`config.mk`:
```
export PLATFORM = sky130hd
export DESIGN_NAME = pc_gen
export DESIGN_NICKNAME = d
export VERILOG_FILES = /design/src/rtl/pc_gen.sv
export SDC_FILE = /design/constraint.sdc
export NUM_CORES = 1
export LEC_CHECK = 0
export ABC_CLOCK_PERIOD_IN_PS = 2700
export BUFFER_PORTS_ARGS = -buffer_cell sky130_fd_sc_hd__buf_2
export CORE_MARGIN = 3
export CORE_UTILIZATION = 50
export DETAILED_ROUTE_END_ITERATION = 8
export PLACE_DENSITY = 0.8
export SLEW_MARGIN = 10
export SYNTH_ARGS = -nofsm -noshare
export SYNTH_HDL_FRONTEND = slang
export SYNTH_SLANG_ARGS = --single-unit
```
`constraint.sdc`:
```
create_clock -name clk_pc -period 2.7 [get_ports clk_pc]
set_input_delay 0 -clock clk_pc [delete_from_list [all_inputs] [get_ports clk_pc]]
set_output_delay 0 -clock clk_pc [all_outputs]
set_load 0.05 [all_outputs]
```
`src/rtl/pc_gen.sv`:
```
// Program counter generator: BOOT/RUN/HALT sequencing with trap, branch,
// misaligned-branch, halt and stall handling for the fetch stage.
module pc_gen #(
    parameter int              XLEN      = 32,
    parameter logic [XLEN-1:0] RESET_VEC = 32'h0000_0000,
    parameter logic [XLEN-1:0] TRAP_VEC  = 32'h0000_0100,
    parameter int              INC       = 4
) (
    input  logic            clk_pc,
    input  logic            rst_pc_n,
    input  logic            stall,
    input  logic            br_taken,
    input  logic [XLEN-1:0] br_target,
    input  logic            trap_req,
    input  logic            halt_req,
    input  logic            resume,
    output logic [XLEN-1:0] pc,
    output logic [XLEN-1:0] pc_inc,
    output logic            pc_valid,
    output logic [XLEN-1:0] epc,
    output logic            misalign_err,
    output logic            halted
);

    typedef enum logic [1:0] {
        BOOT = 2'b00,
        RUN  = 2'b01,
        HALT = 2'b10
    } state_t;

    localparam logic [XLEN-1:0] ALIGN_MASK = XLEN'(INC - 1);
    localparam logic [XLEN-1:0] INC_VAL    = XLEN'(INC);

    state_t          state_r;
    state_t          state_s;
    logic [XLEN-1:0] pc_r;
    logic [XLEN-1:0] pc_s;
    logic [XLEN-1:0] epc_r;
    logic [XLEN-1:0] epc_s;
    logic [XLEN-1:0] pc_inc_s;
    logic            pc_valid_r;
    logic            misalign_r;
    logic            misalign_s;
    logic            halted_r;

    // Low address bits below the instruction size must be zero for a legal target.
    function automatic logic is_aligned(input logic [XLEN-1:0] addr);
        is_aligned = ((addr & ALIGN_MASK) == {XLEN{1'b0}});
    endfunction

    assign pc_inc_s = pc_r + INC_VAL;

    // Next-state and next-PC selection; events are checked in strict priority order.
    always_comb begin
        state_s    = state_r;
        pc_s       = pc_r;
        epc_s      = epc_r;
        misalign_s = 1'b0;
        case (state_r)
            BOOT: begin
                state_s = RUN;
                pc_s    = RESET_VEC;
            end
            RUN: begin
                if (trap_req) begin
                    pc_s  = TRAP_VEC;
                    epc_s = pc_r;
                end else if (br_taken && !is_aligned(br_target)) begin
                    pc_s       = TRAP_VEC;
                    epc_s      = pc_r;
                    misalign_s = 1'b1;
                end else if (halt_req) begin
                    state_s = HALT;
                end else if (br_taken) begin
                    pc_s = br_target;
                end else if (stall) begin
                    pc_s = pc_r;
                end else begin
                    pc_s = pc_inc_s;
                end
            end
            HALT: begin
                // A trap while halted wakes the core straight into the handler.
                if (trap_req) begin
                    state_s = RUN;
                    pc_s    = TRAP_VEC;
                    epc_s   = pc_r;
                end else if (resume) begin
                    state_s = RUN;
                end else begin
                    state_s = HALT;
                end
            end
            default: begin
                state_s = BOOT;
                pc_s    = RESET_VEC;
            end
        endcase
    end

    // State and output registers; status flags follow the state being entered.
    always_ff @(posedge clk_pc or negedge rst_pc_n) begin
        if (!rst_pc_n) begin
            state_r    <= BOOT;
            pc_r       <= RESET_VEC;
            epc_r      <= {XLEN{1'b0}};
            pc_valid_r <= 1'b0;
            misalign_r <= 1'b0;
            halted_r   <= 1'b0;
        end else begin
            state_r    <= state_s;
            pc_r       <= pc_s;
            epc_r      <= epc_s;
            pc_valid_r <= (state_s == RUN);
            misalign_r <= misalign_s;
            halted_r   <= (state_s == HALT);
        end
    end

    assign pc           = pc_r;
    assign pc_inc       = pc_inc_s;
    assign pc_valid     = pc_valid_r;
    assign epc          = epc_r;
    assign misalign_err = misalign_r;
    assign halted       = halted_r;

endmodule

```
# After elaboration in Yosys (flattened, before gate mapping)

Cells that the tools add are included.

Add/subtract/negate cells: 1
Reductions and logical operators: 7
Shift-type cells: 0
Eq/ne operators: 8
Multiply operators: 0
Bitwise operators: 0
Div/mod/pow operators: 0
Multiplexer cells: 20
$lt $le $gt $ge: 0

Operator list:

| kind                  | count |
|---|---|
| $mux 32               | 9 |
| $pmux 32 s2           | 2 |
| $add 32x3->32 const B | 1 |
| $logic_not 32->1      | 1 |
| $mux 2                | 5 |
| $pmux 2 s3            | 1 |
| $reduce_and 3->1      | 2 |
| $ne 5x5->1 const B    | 1 |
| $eq 2x1->1 const B    | 2 |
| $eq 2x2->1 const B    | 2 |
| $ne 4x4->1 const B    | 1 |
| $mux 1                | 3 |
| $ne 3x3->1 const B    | 1 |
| $logic_not 2->1       | 1 |
| $ne 2x2->1 const B    | 1 |
| $reduce_bool 2->1     | 1 |
| $logic_and 1x1->1     | 1 |
| $logic_not 1->1       | 1 |

Register bits: 69
Bits in latches: 0
Bits in writable memories: 0
Memory bits (read-only): 0
Output and inout port bits: 99
Word-level logic and storage cells: 42
Input bits: 39
Memories kept: 0

# Longest topological paths before layout

Gate-level depths: netlist (run 1).

Word-level depth: 7
Gate-level depth with buffers: 9
Mapped depth without buffers: 7

# Worst setup path before layout (run 1)

Ideal clock, no wire load.

Path kind: reg2reg
Start: register pc_r[5], in the netlist pc[5]
End: register pc_r[17], in the netlist pc[17]
Data arrival time: 2.670 ns
Setup time: 0.067 ns
Period minus slack after synthesis: 2.737 ns
Stages on the path, launching flop included: 7
Buffers on the path: 1
Slack: -0.037 ns
Data required time: 2.633 ns
Path through: dfrtp_1 > buf_2 > nand4_4 > nor4_1 > nand2_1 > xnor2_1 > a21o_1

Longest elaborated chain between the ends: 7

Ends and longest elaborated chain:

| item                   | line | text |
|---|---|---|
| from (decl)            | 36   | `logic [XLEN-1:0] pc_r;` |
| from (signal assigned) | 112  | `pc_r <= pc_s;` |
| $add 32x3->32          | 51   | `assign pc_inc_s = pc_r + INC_VAL;` |
| named net pc_inc[17]   | 18   | `output logic [XLEN-1:0] pc_inc,` |
| $mux 32                | 76   | `end else if (stall) begin` |
| $mux 32                | 74   | `end else if (br_taken) begin` |
| $mux 32                | 72   | `end else if (halt_req) begin` |
| $mux 32                | 68   | `end else if (br_taken && !is_aligned(br_target)) begin` |
| $mux 32                | 65   | `if (trap_req) begin` |
| $pmux 32 s2            | 59   | `case (state_r)` |

The timed path passes the listed nets, and every way through them passes these cells. The select of a mux whose other input is x is not followed.
A chain may end at the register's enable or synchronous reset.

# Worst setup path in the final report (run 1)

Start: register pc_r[10], in the netlist pc[10]
End: output port pc_inc[25]

Longest elaborated chain between the ends: 1

Ends and longest elaborated chain:

| item          | line |
|---|---|
| $add 32x3->32 | 51 |
| to (decl)     | 18 |

Every way passes these cells.

==> run_results.csv, run 1 <==
group,metric,value,unit
cts,clock-sinks,69,
floorplanning,io_pins,138,
run_status,status,"completed",
worst_setup_path,critPathArrivalTime,2.46,ns
timing,finalHoldViolCount,0,
timing,fin_tns_setup,0,ns
grt,grt_pass1_wl,17.5,mm
synthesis,netlist.top_cell.by_area,"dfrtp_1",
finish,fillers,552,
timing,max_slew_margin,40.7,%
route,dr_wl_met3,679,um
floorplanning,die_h,93.5,um
cts,cts_buffers,9,
worst_setup_path,crit_type,"flip-flop to output pin",
power,leakage,2.75,nW
route,dr.pass1.iters,4,
timing,setup_viol,0,
synthesis,async_reset_ff_share,100,%
power,ir_worst_vdd,0.407,mV
worst_setup_path,slowest_delay,0.56,ns
worst_setup_path,crit_path_cell_trace,"nand4_1 -> nor4_4 -> nand4_1 -> xnor2_1 -> buf_2",
worst_setup_path,critPathLaunchType,"flip-flop",
place,dpl.hpwl,7.62,mm
route,highest_layer,"met4",
route,routed-via-count,3603,
worst_setup_path,path_max_fanout,8,
floorplanning,rows,31,
grt,grt_pass1_vias,3639,
grt,grt_overflow_total,0,
worst_setup_path,path_buf_inv,1,
route,wirelength,10.9,mm
finish,utilization,69.6,%
synthesis,synth_edf_count,0,
synthesis,yosys.area_share.adder,1.64,%
power,power_frac_seq,35.5,%
synthesis,yosys-top-cells-area,"dfrtp_1, mux2_2, nand2_1",
grt,antenna_found_initial,1,
synthesis,yosysSeqAreaShare,45.1,%
cts,clock_latency,0.34,ns
synthesis,synth_mux_area_share,11.8,%
synthesis,synth_compound_area_share,11.4,%
route,antenna_left,0,
power,swShare,39.0,%
synthesis,synth.avg_cell_area,10.1,um2
power,combPwrFrac,36.5,%
route,via_per_inst,5.59,
finish,mostFrequentLayoutCells,"buf_2, dfrtp_1, nand2_1, mux2_2, dlygate4sd3_1",
worst_setup_path,cp_common_cell,"nand4_1",
grt,track_usage,25.4,%
timing,fmax,406,MHz
worst_setup_path,path_delay_family,"simple AND/OR/NAND/NOR gates",
synthesis,synth_top_family_by_area,"simple AND/OR/NAND/NOR gates",
synthesis,syn_inst,380,
cts,htreeDepth,3,
floorplanning,die_width,93.5,um
worst_setup_path,cp_data_required_time,2.70,ns
floorplanning,coreArea,7330,um2
route,drc,0,
place,io_buffers,137,
worst_setup_path,cp-end-kind,"output pin",
timing,drv_slew,0,
finish,final_common_cell,"buf_2",
synthesis,syn-cell-area,3820,um2
power,p_per_area,674,nW/um2
floorplanning,die-area,8740,um2
cts,clk_path_buf_depth,2,
cts,cts_tree,"yes",
synthesis,synthSimpleGateAreaFrac,20.8,%
cts,clk_pin_slew,0.08,ns
finish,finalNetCount,584,
cts,clock-root-buffer,"clkbuf_8",
synthesis,synth_ff_type,"dfrtp_1",
power,switchingPower,1.34,mW
synthesis,syn_nets,424,
synthesis,ys_seq_elements,69,
place,globalplace.congestion,0.825,
grt,grt_max_degree,70,
route,dr_wl_met2,5.39,mm
timing,grt_setup_unrepaired,"no",
synthesis,synth_xor_area_share,5.27,%
finish,area_delta_synth_final,33.4,%
power,p_int,2.10,mW
synthesis,ys_warn_count,0,
route,m1WireLength,4.63,mm
timing,fin_crit_sh,91.2,%
timing,tightest_slew,0.890,ns
synthesis,synth.distinct_cells,51,
timing,period_needed,2.46,ns
finish,layout-drive-gt1-share,38.2,%
power,pwr-share-clk,28.0,%
timing,fin_skew,0.00494,ns
worst_setup_path,cp_slowest_cell,"nor4_4",
route,routedWlPerCell,16.9,um
flow_run,max_cap_violations,0,
hold_path,hold_class,"primary input to flip-flop",
route,drt_iter0_markers,276,
floorplanning,initial_core_util,52.2,%
synthesis,synth_top_area_share,45.1,%
==> synthesized netlist by cell type (all sizes together) (2+ instances only) <==
cell type and count:
a31oi 2, or2 4, nor2b 2, nand2b 5, a32oi 9, xor2 8
nand3b 3, nor4 8, o21a 3, or3 4, nand3 17, nor3b 8
a32o 3, buf 9, mux2 32, nor3 14, and4 2, ha 5
clkbuf 14, dfrtp 69, and3 6, a21boi 2, mux2i 9, o22ai 2
nand4 10, nor2 16, o21ai 18, a21oi 12, nand2 37, xnor2 15
a21o 3, o31ai 2, inv 13, o211ai 4, and2 2
==> per-layer routing <==
metal	track usage, %	vias up
met1	32.4	1750
met2	42.0	136
met3	6.19	21
met4	8.91	0
met5	0	-
li1	-	1696
==> tightest hold or removal path, stage by stage <==
cell	delay, ns
buf_2	0.10
a32o_1	0.16
a21o_1	0.08
==> area by class of cell <==
class	instances	area (um2)	share of cell area (%)
well taps	99	124	2.43
flip-flops and latches	69	1730	33.8
diodes	1	2.50	0.0490
clock inverters	4	70.1	1.37
inverters	13	48.8	0.956
multi-input cells	275	1960	38.4
clock buffers	12	155	3.04
repair buffers	172	1020	20.0
==> sequential cells by signal, indices dropped and copies added (netlist names) <==
register,flops
pc_valid,1
pc,32
state_r,2
misalign_err,1
halted,1
epc,32
==> power groups by stage <==
stage	combinational [mW]	clock [mW]	sequential (mW)
floorplan	0.619	0	1.51
global placement	1.19	0	1.23
detailed placement	1.22	0	1.24
CTS	1.26	0.974	1.22
global route	1.33	1.02	1.23
finish	1.25	0.962	1.22
==> path summary, 6_finish.rpt <==
path / from / endpoint / slack (ns) / depth (start not counted)
max in group asynchronous: rst_pc_n / epc[7] / 1.80 / 2
min reg2reg: epc[6] / epc[6] / 0.50 / 1
min: br_target[14] / pc[14] / 0.02 / 3
min in group asynchronous: rst_pc_n / pc_valid / 0.29 / 2
max: pc[10] / pc_inc[25] / 0.24 / 5
max reg2reg: state_r[1] / pc[11] / 0.36 / 7
==> cells by family (layout without fill, tap and decap cells) <==
logic type               after synthesis  in the layout
AND/OR/NAND/NOR                      141            141
flip-flops                            69             69
AO/OA/AOI/OAI                         65             65
multiplexers                          41             41
buffers and inverters                 36            201
XOR/XNOR                              23             23
adder cells (fa/ha/maj)                5              5
other                                  0              1
==> through the flow <==
step	total power, mW	hold WS (ns)	instances	worst slack (ns)	cell area, um2
after floorplan	2.13	-0.296	380	0.00902	3830
after global placement	2.42	0.173	601	0.631	4600
after detailed placement	2.46	0.173	601	0.421	4600
after CTS	3.45	0.00267	644	0.188	5100
after global routing	3.59	0.0296	644	0.0383	5100
final	3.44	0.0154	645	0.238	5100
==> what timing repair did <==
item	4_1_cts	5_1_grt
endpoints found under the setup margin	0	1
hold buffers	27	0
buffers inserted	0	0
resized for setup	0	1
endpoints found under the hold margin	95	0
(Power assumes the default switching activity.)
==> run 2, diff against run 1 <==
CORE_ASPECT_RATIO = 1.1   (was unset)
==> run 2 against run 1 <==
First-iteration DRC count down 21%. Count of clock-buffer cells in the layout is 2 lower. Design area shrank 0.78%. Clock skew up 0.0071 ns. Critical endpoint is now pc_inc[21]. Highest routed layer unchanged.
==> run_results.csv, run 2 (synthesis results as in run 1) <==
group,metric,value,unit
route,routed-via-count,3674,
cts,cts_tree,"yes",
timing,fin_tns_setup,0,ns
power,p_total,3.39,mW
power,p_per_area,669,nW/um2
place,dpl.hpwl,7.46,mm
route,antenna_left,0,
floorplanning,die_h,97.7,um
power,leakage,2.74,nW
timing,drv_slew,0,
cts,cts_buffers,9,
floorplanning,io_pins,138,
grt,grt_max_degree,70,
route,via_per_inst,5.84,
place,io_buffers,137,
finish,num_antenna_cells,0,
worst_setup_path,crit_type,"flip-flop to output pin",
grt,grt_pass1_wl,17.1,mm
worst_setup_path,cp-end-kind,"output pin",
cts,clk_path_buf_depth,2,
worst_setup_path,cp_data_required_time,2.70,ns
floorplanning,die-area,8740,um2
route,drc,0,
power,ir_worst_vdd,0.330,mV
route,drt_iter0_markers,219,
timing,fmax,396,MHz
grt,antenna_found_initial,0,
cts,htreeDepth,3,
cts,clock-sinks,69,
finish,area_delta_synth_final,32.4,%
worst_setup_path,critPathLaunchType,"flip-flop",
worst_setup_path,crit_path_cell_trace,"nand2_1 -> nor4_4 -> nand4_1 -> xnor2_1 -> buf_2",
cts,clk_pin_slew,0.08,ns
timing,period_needed,2.52,ns
floorplanning,rows,32,
floorplanning,initial_core_util,53.1,%
timing,finalHoldViolCount,0,
cts,postCtsSetupBuffers,0,
worst_setup_path,cp_slowest_cell,"nor4_4",
place,globalplace.congestion,0.849,
route,dr.pass1.iters,5,
finish,final_common_cell,"buf_2",
flow_run,max_cap_violations,0,
floorplanning,coreArea,7210,um2
timing,fin_skew,0.0120,ns
worst_setup_path,critPathArrivalTime,2.52,ns
hold_path,hold_class,"primary input to flip-flop",
timing,max_slew_margin,40.0,%
grt,grt_overflow_total,0,
timing,grt_setup_unrepaired,"no",
grt,grt_pass1_vias,3500,
cts,clock-root-buffer,"clkbuf_8",
worst_setup_path,path_buf_inv,1,
floorplanning,die_width,89.4,um
timing,fin_crit_sh,93.5,%
route,wirelength,10.9,mm
timing,setup_viol,0,
finish,finalNetCount,583,
finish,mostFrequentLayoutCells,"buf_2, dfrtp_1, nand2_1, mux2_2, dlygate4sd3_1",
timing,tightest_slew,0.900,ns
worst_setup_path,slowest_delay,0.62,ns
finish,layout-drive-gt1-share,38.2,%
cts,clock_latency,0.34,ns
worst_setup_path,path_max_fanout,8,
route,routedWlPerCell,17.3,um
worst_setup_path,path_delay_family,"simple AND/OR/NAND/NOR gates",
grt,track_usage,24.9,%
run_status,status,"completed",
run 2: final timing paths:
check	start	end	slack, ns	depth (start not counted)
max	pc[4]	pc_inc[21]	0.18	5
min reg2reg	epc[21]	epc[21]	0.50	1
min	br_target[17]	pc[17]	0.008	3
max in group asynchronous	rst_pc_n	pc[7]	1.78	2
max reg2reg	state_r[1]	pc[11]	0.47	7
min in group asynchronous	rst_pc_n	pc_valid	0.32	2
run 2: area by class of cell:
| type | instances | area (um2) |
|---|---|---|
| clock buffer | 10 | 128 |
| fill | 552 | 2140 |
| inverter | 13 | 48.8 |
| clock inverter | 6 | 87.6 |
| timing repair buffer | 171 | 1010 |
| multi-input combinational | 275 | 1960 |
| sequential | 69 | 1730 |
| tap | 85 | 106 |
run 2: repair_timing:
item / in CTS / in global routing
endpoints found under the hold margin: 94 / 0
gates resized for setup: 0 / 1
setup endpoints to repair: 0 / 1
hold buffers: 26 / 0
run 2: stage by stage:
stage / utilization, % / setup WS (ns) / std cells / area [um2] / hold WS (ns)
2_1_floorplan: - / 0.00902 / 380 / 3830 / -0.296
3_3_place_gp: 63.6 / 0.611 / 587 / 4590 / 0.171
3_5_place_dp: 63.6 / 0.508 / 587 / 4590 / 0.180
4_1_cts: 70.2 / 0.181 / 629 / 5060 / 0.00411
5_1_grt: 70.3 / 0.0402 / 629 / 5060 / 0.0214
6_report: 70.3 / 0.175 / 629 / 5060 / 0.00820
run 2: power breakdown:
part,total (mW),switching [mW],leakage [nW],internal [mW]
clock,0.928,0.407,0.110,0.521
combinational,1.24,0.842,1.67,0.399
sequential,1.22,0.0909,0.955,1.13
total,3.39,1.34,2.74,2.05
run 2: metal layers:
metal / global-route usage (%) / up-vias / routed length, um / share of wire, %
met5: 0 / - / 0 / 0
met4: 10.2 / 0 / 318 / 2.9
met3: 4.30 / 33 / 753 / 6.9
met2: 39.9 / 181 / 5300 / 49
met1: 33.1 / 1765 / 4480 / 41
li1: - / 1695 / - / -
run 2: worst register-to-register path: stages (launching register included):
cell      delay [ns]
dfrtp_1         0.37
inv_1           0.08
ha_1            0.27
nand3b_1        0.15
nor2b_1         0.31
and3_1          0.62
o21ai_0         0.18
o21ai_0         0.17
